--- config.mk ---
export PLATFORM = sky130hd
export DESIGN_NAME = iob_cache_mem_arbiter
export DESIGN_NICKNAME = d
export VERILOG_FILES = /design/src/rtl/iob_cache_mem_arbiter_pkg.sv /design/src/rtl/iob_cache_mem_arbiter_rr_prio_enc.sv /design/src/rtl/iob_cache_mem_arbiter.sv
export SDC_FILE = /design/constraint.sdc
export NUM_CORES = 1
export LEC_CHECK = 0
export CORE_AREA = 2 2 108 110
export CTS_CLUSTER_SIZE = 28
export DETAILED_ROUTE_END_ITERATION = 12
export DIE_AREA = 0 0 110 112
export GPL_TIMING_DRIVEN = 0
export PLACE_DENSITY = 0.58
export SYNTH_ARGS = -nofsm -noshare
export SYNTH_HDL_FRONTEND = slang
export SYNTH_SLANG_ARGS = --single-unit
--- constraint.sdc ---
create_clock -name clk -period 1.5 [get_ports clk]
set_input_delay 0.15 -clock clk [delete_from_list [all_inputs] [get_ports clk]]
set_output_delay 0.15 -clock clk [all_outputs]
set_load 0.03 [all_outputs]
--- src/rtl/iob_cache_mem_arbiter_pkg.sv ---
// iob_cache_mem_arbiter_pkg: arbiter state encoding and width helper shared by the
// arbiter top and its round-robin encoder.
package iob_cache_mem_arbiter_pkg;
   typedef enum logic {IDLE = 1'b0, GRANT = 1'b1} state_t;
   function automatic int clog2_min1(input int n);
      return (n > 1) ? $clog2(n) : 1;
   endfunction
endpackage

--- src/rtl/iob_cache_mem_arbiter_rr_prio_enc.sv ---
// iob_rr_prio_enc: round-robin priority encoder; picks the first requester after
// the last grant, so the last winner is only re-picked when it is alone.
module iob_rr_prio_enc #(
   parameter int N = 2,
   parameter int W = 1
) (
   input  logic [N-1:0] req_i,
   input  logic [W-1:0] last_i,
   output logic [W-1:0] gnt_idx_o,
   output logic         any_req_o
);
   logic [W-1:0] idx;
   // scan downwards so the nearest index after last_i overwrites the others
   always_comb begin
      gnt_idx_o = last_i;
      idx = '0;
      for (int k = N; k >= 1; k--) begin
         idx = W'((int'(last_i) + k) % N);
         if (req_i[idx]) gnt_idx_o = idx;
      end
   end
   assign any_req_o = |req_i;
endmodule

--- src/rtl/iob_cache_mem_arbiter.sv ---
// iob_cache_mem_arbiter: round-robin sharing of one native memory port between cache
// back-ends; a grant is held across bursts and capped only while others wait.
module iob_cache_mem_arbiter
   import iob_cache_mem_arbiter_pkg::*;
#(
   parameter  int N_MASTERS = 2,
   parameter  int ADDR_W    = 32,
   parameter  int DATA_W    = 32,
   parameter  int MAX_BEATS = 8,
   localparam int GRANT_W   = clog2_min1(N_MASTERS),
   localparam int CNT_W     = clog2_min1(MAX_BEATS)
) (
   input  logic                          clk,
   input  logic                          reset,
   input  logic [N_MASTERS-1:0]          m_valid,
   input  logic [N_MASTERS*ADDR_W-1:0]   m_addr,
   input  logic [N_MASTERS*DATA_W-1:0]   m_wdata,
   input  logic [N_MASTERS*DATA_W/8-1:0] m_wstrb,
   output logic [DATA_W-1:0]             m_rdata,
   output logic [N_MASTERS-1:0]          m_ready,
   output logic                          mem_valid,
   output logic [ADDR_W-1:0]             mem_addr,
   output logic [DATA_W-1:0]             mem_wdata,
   output logic [DATA_W/8-1:0]           mem_wstrb,
   input  logic [DATA_W-1:0]             mem_rdata,
   input  logic                          mem_ready,
   output logic [GRANT_W-1:0]            grant_id,
   output logic                          busy
);
   state_t               state_q, state_d;
   logic [GRANT_W-1:0]   grant_q, grant_d, nxt_idx;
   logic [CNT_W-1:0]     cnt_q, cnt_d;
   logic [N_MASTERS-1:0] g_oh;
   logic                 any_req, g_valid, others, accept, at_cap;

   iob_rr_prio_enc #(.N(N_MASTERS), .W(GRANT_W)) u_enc (
      .req_i    (m_valid),
      .last_i   (grant_q),
      .gnt_idx_o(nxt_idx),
      .any_req_o(any_req)
   );

   // payload follows only the granted master, never the other requesters
   always_comb begin
      g_valid = 1'b0;
      mem_addr = '0;
      mem_wdata = '0;
      mem_wstrb = '0;
      for (int i = 0; i < N_MASTERS; i++) begin
         if (grant_q == GRANT_W'(i)) begin
            g_valid = m_valid[i];
            mem_addr = m_addr[i*ADDR_W +: ADDR_W];
            mem_wdata = m_wdata[i*DATA_W +: DATA_W];
            mem_wstrb = m_wstrb[i*(DATA_W/8) +: DATA_W/8];
         end
      end
   end

   assign busy      = state_q == GRANT;
   assign g_oh      = N_MASTERS'(1) << grant_q;
   assign others    = |(m_valid & ~g_oh);
   assign mem_valid = busy & g_valid;
   assign accept    = mem_valid & mem_ready;
   assign at_cap    = cnt_q == CNT_W'(MAX_BEATS - 1);
   assign m_ready   = {N_MASTERS{accept}} & g_oh;
   assign m_rdata   = mem_rdata;
   assign grant_id  = grant_q;

   always_comb begin
      state_d = state_q;
      grant_d = grant_q;
      cnt_d = cnt_q;
      if (state_q == IDLE) begin
         if (any_req) begin
            state_d = GRANT;
            grant_d = nxt_idx;
            cnt_d = '0;
         end
      end else if (!g_valid || (accept && at_cap && others)) state_d = IDLE;
      else if (accept && !at_cap) cnt_d = cnt_q + 1'b1;
   end

   always_ff @(posedge clk or posedge reset) begin
      if (reset) begin
         state_q <= IDLE;
         grant_q <= GRANT_W'(N_MASTERS - 1);
         cnt_q <= '0;
      end else begin
         state_q <= state_d;
         grant_q <= grant_d;
         cnt_q <= cnt_d;
      end
   end
endmodule

Yosys cells after proc, flatten, opt, wreduce, memory -nomap -nowiden
Index checks and enable logic that the tools add are counted.
{ "classes": {"add_sub_neg": 3, "n_mux": 17, "bitwise": 6, "shift": 1, "n_eq_ne": 3, "n_reduce_logical": 12, "order_cmp": 2} }
{ "ops": {"columns": ["operator", "n"], "rows": [
  ["32-bit two-way mux", 2],
  ["3-bit two-way mux", 4],
  ["1-bit two-way mux", 10],
  ["3-bit AND reduction", 2],
  ["2-bit AND", 2],
  ["1-bit by 2-bit less-than comparator with 1-bit output (second input constant)", 2],
  ["4-bit two-way mux", 1],
  ["2-bit nonzero test", 2],
  ["2-bit OR reduction", 2],
  ["3-bit by 1-bit adder with 3-bit output (second input constant)", 1],
  ["3-bit equality test (second input constant)", 1],
  ["1-bit logical AND", 3],
  ["1-bit adder (second input constant)", 2],
  ["1-bit AND", 2],
  ["1-bit logical NOT", 2],
  ["2-bit by 1-bit inequality test with 1-bit output (second input constant)", 1],
  ["2-bit inequality test (second input constant)", 1],
  ["2-bit NOT", 1],
  ["1-bit by 1-bit << shifter with 2-bit output (first input constant)", 1],
  ["1-bit logical OR", 1],
  ["1-bit NOT", 1]
]} }
{ "word_totals": {"reg_bits": 5, "output_inout_bits": 105} }

Logic depth before layout (Yosys ltp)
Gate-level depths: netlist of the first run.
{ "logic_depth": {"word_depth": 8, "depth_mapped": 5, "mapped_depth_nobuf": 5} }

Modules after synthesis
A second synthesis of the first run with hierarchy kept.
{ "hier_totals": {"hier_cells": 140, "area_unflattened_um2": 1390.1} }
{ "modules_own_cells": {"columns": ["mod", "instances", "cells_each", "area_each_um2"], "rows": [
  ["iob_cache_mem_arbiter", 1, 137, 1375.1],
  ["iob_rr_prio_enc", 1, 3, 15.0]
]} }

Worst setup path after synthesis of the first run
No wires, ideal clock.
{ "synth_path": {"kind": "register -> output", "start": "reg grant_q (netlist: grant_id)", "end": "out m_ready[0]", "path_slack_ps": -332, "arrival_ps": 1682, "stages_incl_launch_ff": 4, "cell_sequence": "dfstp_2 mux2i_1 nor2b_1 and3b_1"} }
{ "synth_via": {"elab_chain_len": 4, "elab_cells_between_ends": 5, "classes_between": "shift (1); mux (1); bitwise (3)"} }
{ "synth_rtl": {"columns": ["item", "line_no", "rtl"], "rows": [
  ["start, declared", "iob_cache_mem_arbiter.sv:31", "logic [GRANT_W-1:0] grant_q, grant_d, nxt_idx;"],
  ["start signal, assigned", "iob_cache_mem_arbiter.sv:86", "grant_q <= GRANT_W'(N_MASTERS - 1);"],
  ["start signal, assigned", "iob_cache_mem_arbiter.sv:90", "grant_q <= grant_d;"],
  ["1-bit two-way mux", "iob_cache_mem_arbiter.sv:50", "if (grant_q == GRANT_W'(i)) begin"],
  ["1-bit AND", "iob_cache_mem_arbiter.sv:62", "assign mem_valid = busy & g_valid;"],
  ["via mem_valid", "iob_cache_mem_arbiter.sv:21", "output logic mem_valid,"],
  ["1-bit AND", "iob_cache_mem_arbiter.sv:63", "assign accept = mem_valid & mem_ready;"],
  ["2-bit AND", "iob_cache_mem_arbiter.sv:65", "assign m_ready = {N_MASTERS{accept}} & g_oh;"],
  ["end, declared", "iob_cache_mem_arbiter.sv:20", "output logic [N_MASTERS-1:0] m_ready,"]
]} }
The timed path passes the listed nets, and every way through them passes these cells.

Final worst setup path of the first run
{ "layout_path": {"start": "reg grant_q (netlist: grant_id)", "end": "out mem_addr[5]"} }
{ "layout_via": {"elab_chain_len": 1} }
{ "layout_rtl": {"columns": ["item", "line_no", "rtl"], "rows": [
  ["32-bit two-way mux", "iob_cache_mem_arbiter.sv:50", null],
  ["end, declared", "iob_cache_mem_arbiter.sv:22", "output logic [ADDR_W-1:0] mem_addr,"]
]} }
No other way between the ends.

==> results of run 1 <==
## flip-flops by register name, summed over array words and instances, names as in the netlist
| signal | flops |
|---|---|
| cnt_q | 3 |
| busy | 1 |
| grant_id | 1 |
## layer usage
layer | GRT usage (%) | up-vias
met5 | 0 | -
li1 | - | 999
met4 | 1.01 | 0
met1 | 13.6 | 939
met2 | 23.4 | 93
met3 | 2.05 | 3
## logic make-up after synthesis
| group | count (synthesis) | synth area share (%) |
|---|---|---|
| flip-flops | 5 | 9.30 |
| AO/OA/AOI/OAI | 4 | 1.93 |
| AND/OR/NAND/NOR | 12 | 4.79 |
| adder cells (fa/ha/maj) | 2 | 1.84 |
| buffers and inverters | 44 | 22.8 |
| multiplexers | 72 | 59.3 |
## final cells by class
class / instances / share of cell area [%]
tap: 143 / 3.77
sequential: 5 / 2.66
buffer: 40 / 8.22
inverter: 4 / 0.316
clock buffer: 4 / 1.66
timing repair buffer: 265 / 58.8
multi-input combinational: 90 / 24.6
## Yosys cell counts
cell,instances,area (µm²)
mux2i_1,4,40.0
o21bai_1,1,7.51
dfstp_2,1,26.3
a21oi_1,1,5.00
nor3_2,1,10.0
ha_1,2,25.0
and3_1,1,6.26
o211ai_1,1,7.51
buf_4,38,285
and3b_1,1,8.76
nand2_1,5,18.8
nand3_1,3,15.0
mux2_2,68,766
a31oi_1,1,6.26
nor2b_1,1,6.26
buf_2,2,10.0
inv_1,4,15.0
dfrtp_1,4,100
## report_power, final
part	internal, mW	leakage [nW]	switching (mW)
clock	0.352	0.0382	0.0898
sequential	0.200	0.0618	0.0544
combinational	3.56	2.11	2.81
## repair_timing
action                     in CTS  in global routing
gates cloned                    2                  4
resized for setup             515                 16
setup endpoints to repair      72                 75
pin swaps                       0                  1
setup buffers                   9                  6
## worst paths after layout
kind | start | endpoint | slack [ns]
max | grant_id | mem_addr[5] | -0.31
min | reset | cnt_q[0] | 0.12
max reg2reg | grant_id | cnt_q[1] | 0.08
min reg2reg | cnt_q[0] | cnt_q[0] | 0.49
max in group asynchronous | reset | grant_id | 1.14
min in group clk | cnt_q[0] | cnt_q[0] | 0.49
==> flow_summary.ini, run 1 <==
[run_status]
status = finished with violations
violations = negative setup slack

[finish]
final_cell_mix = 172 x clkdlybuf4s50_1, 74 x buf_6, 58 x mux2_4, 44 x buf_4, 10 x mux2_2
utilization_pct = 42.5
nNetsFinal = 584
stdcell_count = 551
final-seq-area_um2 = 126
num-fill-cells = 1086
multi_input_area_um2 = 1170
layout_commonest_cell = clkdlybuf4s50_1
syn2layout_area_growth_pct = 250
diodes = 0
drive_above_1_share_pct = 50.5
stdcell_area_um2 = 4750

[global_routing]
grt_pass1_wl_mm = 11.4
antenna_found_initial = 0
grt_overflow_total = 0
grt_start_max_net_pins = 11
grt_pass1_vias = 1978
grt_use_total_pct = 12.0

[synth]
avgSynthCellArea_um2 = 9.78
ys_types = 18
netlist_instances = 139
ys_seq_elements = 5
syn_area_um2 = 1360
yosysSeqAreaShare_pct = 9.30
syn-num-nets = 314
yosysWarnings = 0

[worst_hold_path]
hold_path_class = in -> async

[die]
row_count = 39
fp.dieArea_um2 = 12300
die_h_um = 112
die_w_um = 110
initial_core_util_pct = 12.2
core_area_um2 = 11200
io_pins = 278

[sta]
max_freq_ghz = 0.553
hold_viol_final = 0
setup_ws_ns = -0.308
fin_crit_ns = 1.81
post-route-period-util_pct = 121
tightest_slew_ns = 0.321
fin_tns_setup_ns = -18.73
finalMaxSlewViolations = 0
hold_ws_ns = 0.117
rsz0062_at_grt = true
setup-violations-final = 71
fin_skew_ns = 0.00115
slew_headroom_pct = 78.5

[setup_path]
startpoint_type = flop
crit_fanout = 5
cp.depth = 5
worst-path-buf-inv = 4
crit_path_cell_trace = buf_6 -> buf_12 -> clkbuf_16 -> mux2_4 -> buf_6
path_delay_family = flip-flops
crit_arrival_ns = 1.66
required_ns = 1.35
max_stage_delay_ns = 0.56
cp-end-kind = output pin
critPathSlowestCell = dfstp_2
crit_type = reg -> out
crit_path_frequent_cell = buf_6
rr_worst_depth = 5

[detailed_routing]
wirelength_mm = 8.51
met1_length_mm = 2.99
via_per_inst = 3.69
num_vias = 2034
drtPass1Iterations = 4
wl_met3_um = 623
dr.max_layer_used = met4
remaining_drc_errors = 0
wl_per_cell_um = 15.4
dr_wl_met2_mm = 4.88
drt_iter0_drc = 23
antenna_left = 0

[power_and_ir_drop]
p_leak_nw = 2.21
irDropWorstVdd_v = 0.000755
power_density_nw_per_um2 = 1490
p_total_mw = 7.06

[placement]
pre_cts_ws_ns = -0.567
hpwl_mm = 6.99
postPlaceCellArea_um2 = 4210
portBuffers = 245
placedCellCount = 527
globalplace.congestion = 0.766

[clocking]
cts_tree = yes
ctsHoldBuffers = 0
clk_latency_ns = 0.23
clock_sinks = 5
cts-htree-levels = 1
cts_root_buffer = clkbuf_16
clk_pin_slew_ns = 0.03
numCtsBuffers = 3
cts_buffer_depth = 2

[job]
drv_cap = 0
(Power assumes the default switching activity.)
==> run 2, diff against run 1 <==
--- a/config.mk
+++ b/config.mk
@@ -5,12 +5,14 @@
 export SDC_FILE = /design/constraint.sdc
 export NUM_CORES = 1
 export LEC_CHECK = 0
-export CORE_AREA = 2 2 108 110
+export CORE_AREA = 2 2 109 111
 export CTS_CLUSTER_SIZE = 28
 export DETAILED_ROUTE_END_ITERATION = 12
-export DIE_AREA = 0 0 110 112
+export DIE_AREA = 0 0 111 113
+export DONT_BUFFER_PORTS = 1
 export GPL_TIMING_DRIVEN = 0
-export PLACE_DENSITY = 0.58
+export PLACE_DENSITY = 0.3
+export REMOVE_ABC_BUFFERS = 1
 export SYNTH_ARGS = -nofsm -noshare
 export SYNTH_HDL_FRONTEND = slang
 export SYNTH_SLANG_ARGS = --single-unit
==> flow_summary.ini, run 2 (synthesized netlist as in run 1, its figures left out) <==
[run_status]
status = finished with violations
violations = negative setup slack

[detailed_routing]
wl_per_cell_um = 34.5
drt_iter0_drc = 36
via_per_inst = 4.19
num_vias = 1082
drtPass1Iterations = 4
wirelength_mm = 8.90
antenna_left = 0
remaining_drc_errors = 0

[finish]
syn2layout_area_growth_pct = 29.7
final_cell_mix = 58 x mux2_4, 10 x mux2_2, 5 x nand2_1
drive_above_1_share_pct = 77.4
num-fill-cells = 1228
layout_commonest_cell = mux2_4
largest_register_ffs = 3
stdcell_area_um2 = 1760
nNetsFinal = 291
top_register = cnt_q
diodes = 0
utilization_pct = 15.6

[setup_path]
startpoint_type = flop
crit_type = reg -> out
r2r_start = grant_id
crit_arrival_ns = 1.75
crit_fanout = 8
required_ns = 1.35
rr_worst_depth = 5
ff2ff_setup_slack_ns = -0.25
r2r_end = cnt_q[2]
cp-end-kind = output pin

[die]
row_count = 39
core_area_um2 = 11300
io_pins = 278
die_h_um = 113
initial_core_util_pct = 12.1
die_w_um = 111
fp.dieArea_um2 = 12500

[power_and_ir_drop]
power_density_nw_per_um2 = 2700
p_leak_nw = 0.816
p_total_mw = 4.75
irDropWorstVdd_v = 0.00148

[clocking]
numCtsBuffers = 3
cts_tree = yes
cts_buffer_depth = 2
cts_root_buffer = clkbuf_16
clk_latency_ns = 0.23
cts-htree-levels = 1
clk_pin_slew_ns = 0.04
clock_sinks = 5

[worst_hold_path]
hold_path_end = grant_id
hold_path_class = in -> reg
hp-start = m_valid[1]
whs_path_depth = 2

[global_routing]
antenna_found_initial = 0
grt_overflow_total = 0
grt_start_max_net_pins = 20
grt_pass1_wl_mm = 10.9
grt_use_total_pct = 13.1
grt_pass1_vias = 1243

[sta]
tightest_slew_ns = 0.393
hold_viol_final = 0
finalMaxSlewViolations = 0
rsz0062_at_grt = true
slew_headroom_pct = 73.8
setup-violations-final = 75
post-route-period-util_pct = 127
fin_skew_ns = 0.00283
max_freq_ghz = 0.525
setup_ws_ns = -0.404
fin_crit_ns = 1.90

[placement]
portBuffers = 0
globalplace.congestion = 0.798
hpwl_mm = 6.82
postPlaceCellArea_um2 = 1250

[job]
drv_cap = 0
run 2: cell types whose count changed in the layout (fill, tap and decap cells not counted), sizes merged:
cell / before / now
buf: 127 / 10
clkbuf: 8 / 4
clkdlybuf4s50: 172 / 0
dlygate4sd2: 1 / 0
dlygate4sd3: 0 / 2
dlymetal6s2s: 1 / 0
run 2: cell type report:
type                    count  area, µm²  area share (%)
flip-flops and latches      5        130            7.39
inverters                   4       15.0           0.852
multi-input cells          90       1180            67.0
repair buffers             12        178            10.1
well taps                 143        179            10.2
clock buffers               4       78.8            4.47
run 2: worst max-delay path by stage:
stage,start,end,slack [ns]
4_1_cts,grant_id,mem_addr[6],-0.40
6_report,grant_id,m_ready[0],-0.40
3_3_place_gp,grant_id,m_ready[0],-1.66
3_5_place_dp,grant_id,m_ready[1],-1.09
2_1_floorplan,grant_id,m_ready[0],-1.29
5_1_grt,grant_id,m_ready[0],-0.45
run 2: repair_timing:
item / CTS / global route
setup buffers: 8 / 1
gates resized for setup: 61 / 15
pin swaps: 3 / 1
setup endpoints to repair: 77 / 76
cloned: 1 / 0
hold buffers: 1 / 1
hold endpoints to repair: 5 / 1
run 2: through the flow:
| stage | std cells | TNS (ns) | hold slack [ns] | worst slack (ns) |
|---|---|---|---|---|
| final | 258 | -23.74 | 0.0834 | -0.404 |
| after CTS | 256 | -24.67 | 0.00446 | -0.400 |
| after global routing | 258 | -27.14 | 0.0867 | -0.448 |
| after floorplan | 99 | -45.11 | -0.0722 | -1.29 |
| after global placement | 242 | -68.32 | -0.0353 | -1.66 |
| after detailed placement | 242 | -30.58 | -0.0281 | -1.09 |
run 2: critical path: stages (launching register included):
cell	delay, ns
dfstp_4	0.81
mux2i_4	0.33
nor2b_4	0.10
and3b_2	0.28
run 2: power by group:
group | internal [mW] | switching (mW)
combinational | 1.54 | 2.37
clock | 0.353 | 0.0927
sequential | 0.212 | 0.196
total | 2.10 | 2.66
run 2: metal layers:
metal	GRT usage [%]	wire, µm	vias to the layer above
met1	15.5	3460	488
met3	13.9	2000	4
li1	-	-	415
met4	0.750	14	2
met2	16.4	3340	173
met5	5.10	81	-
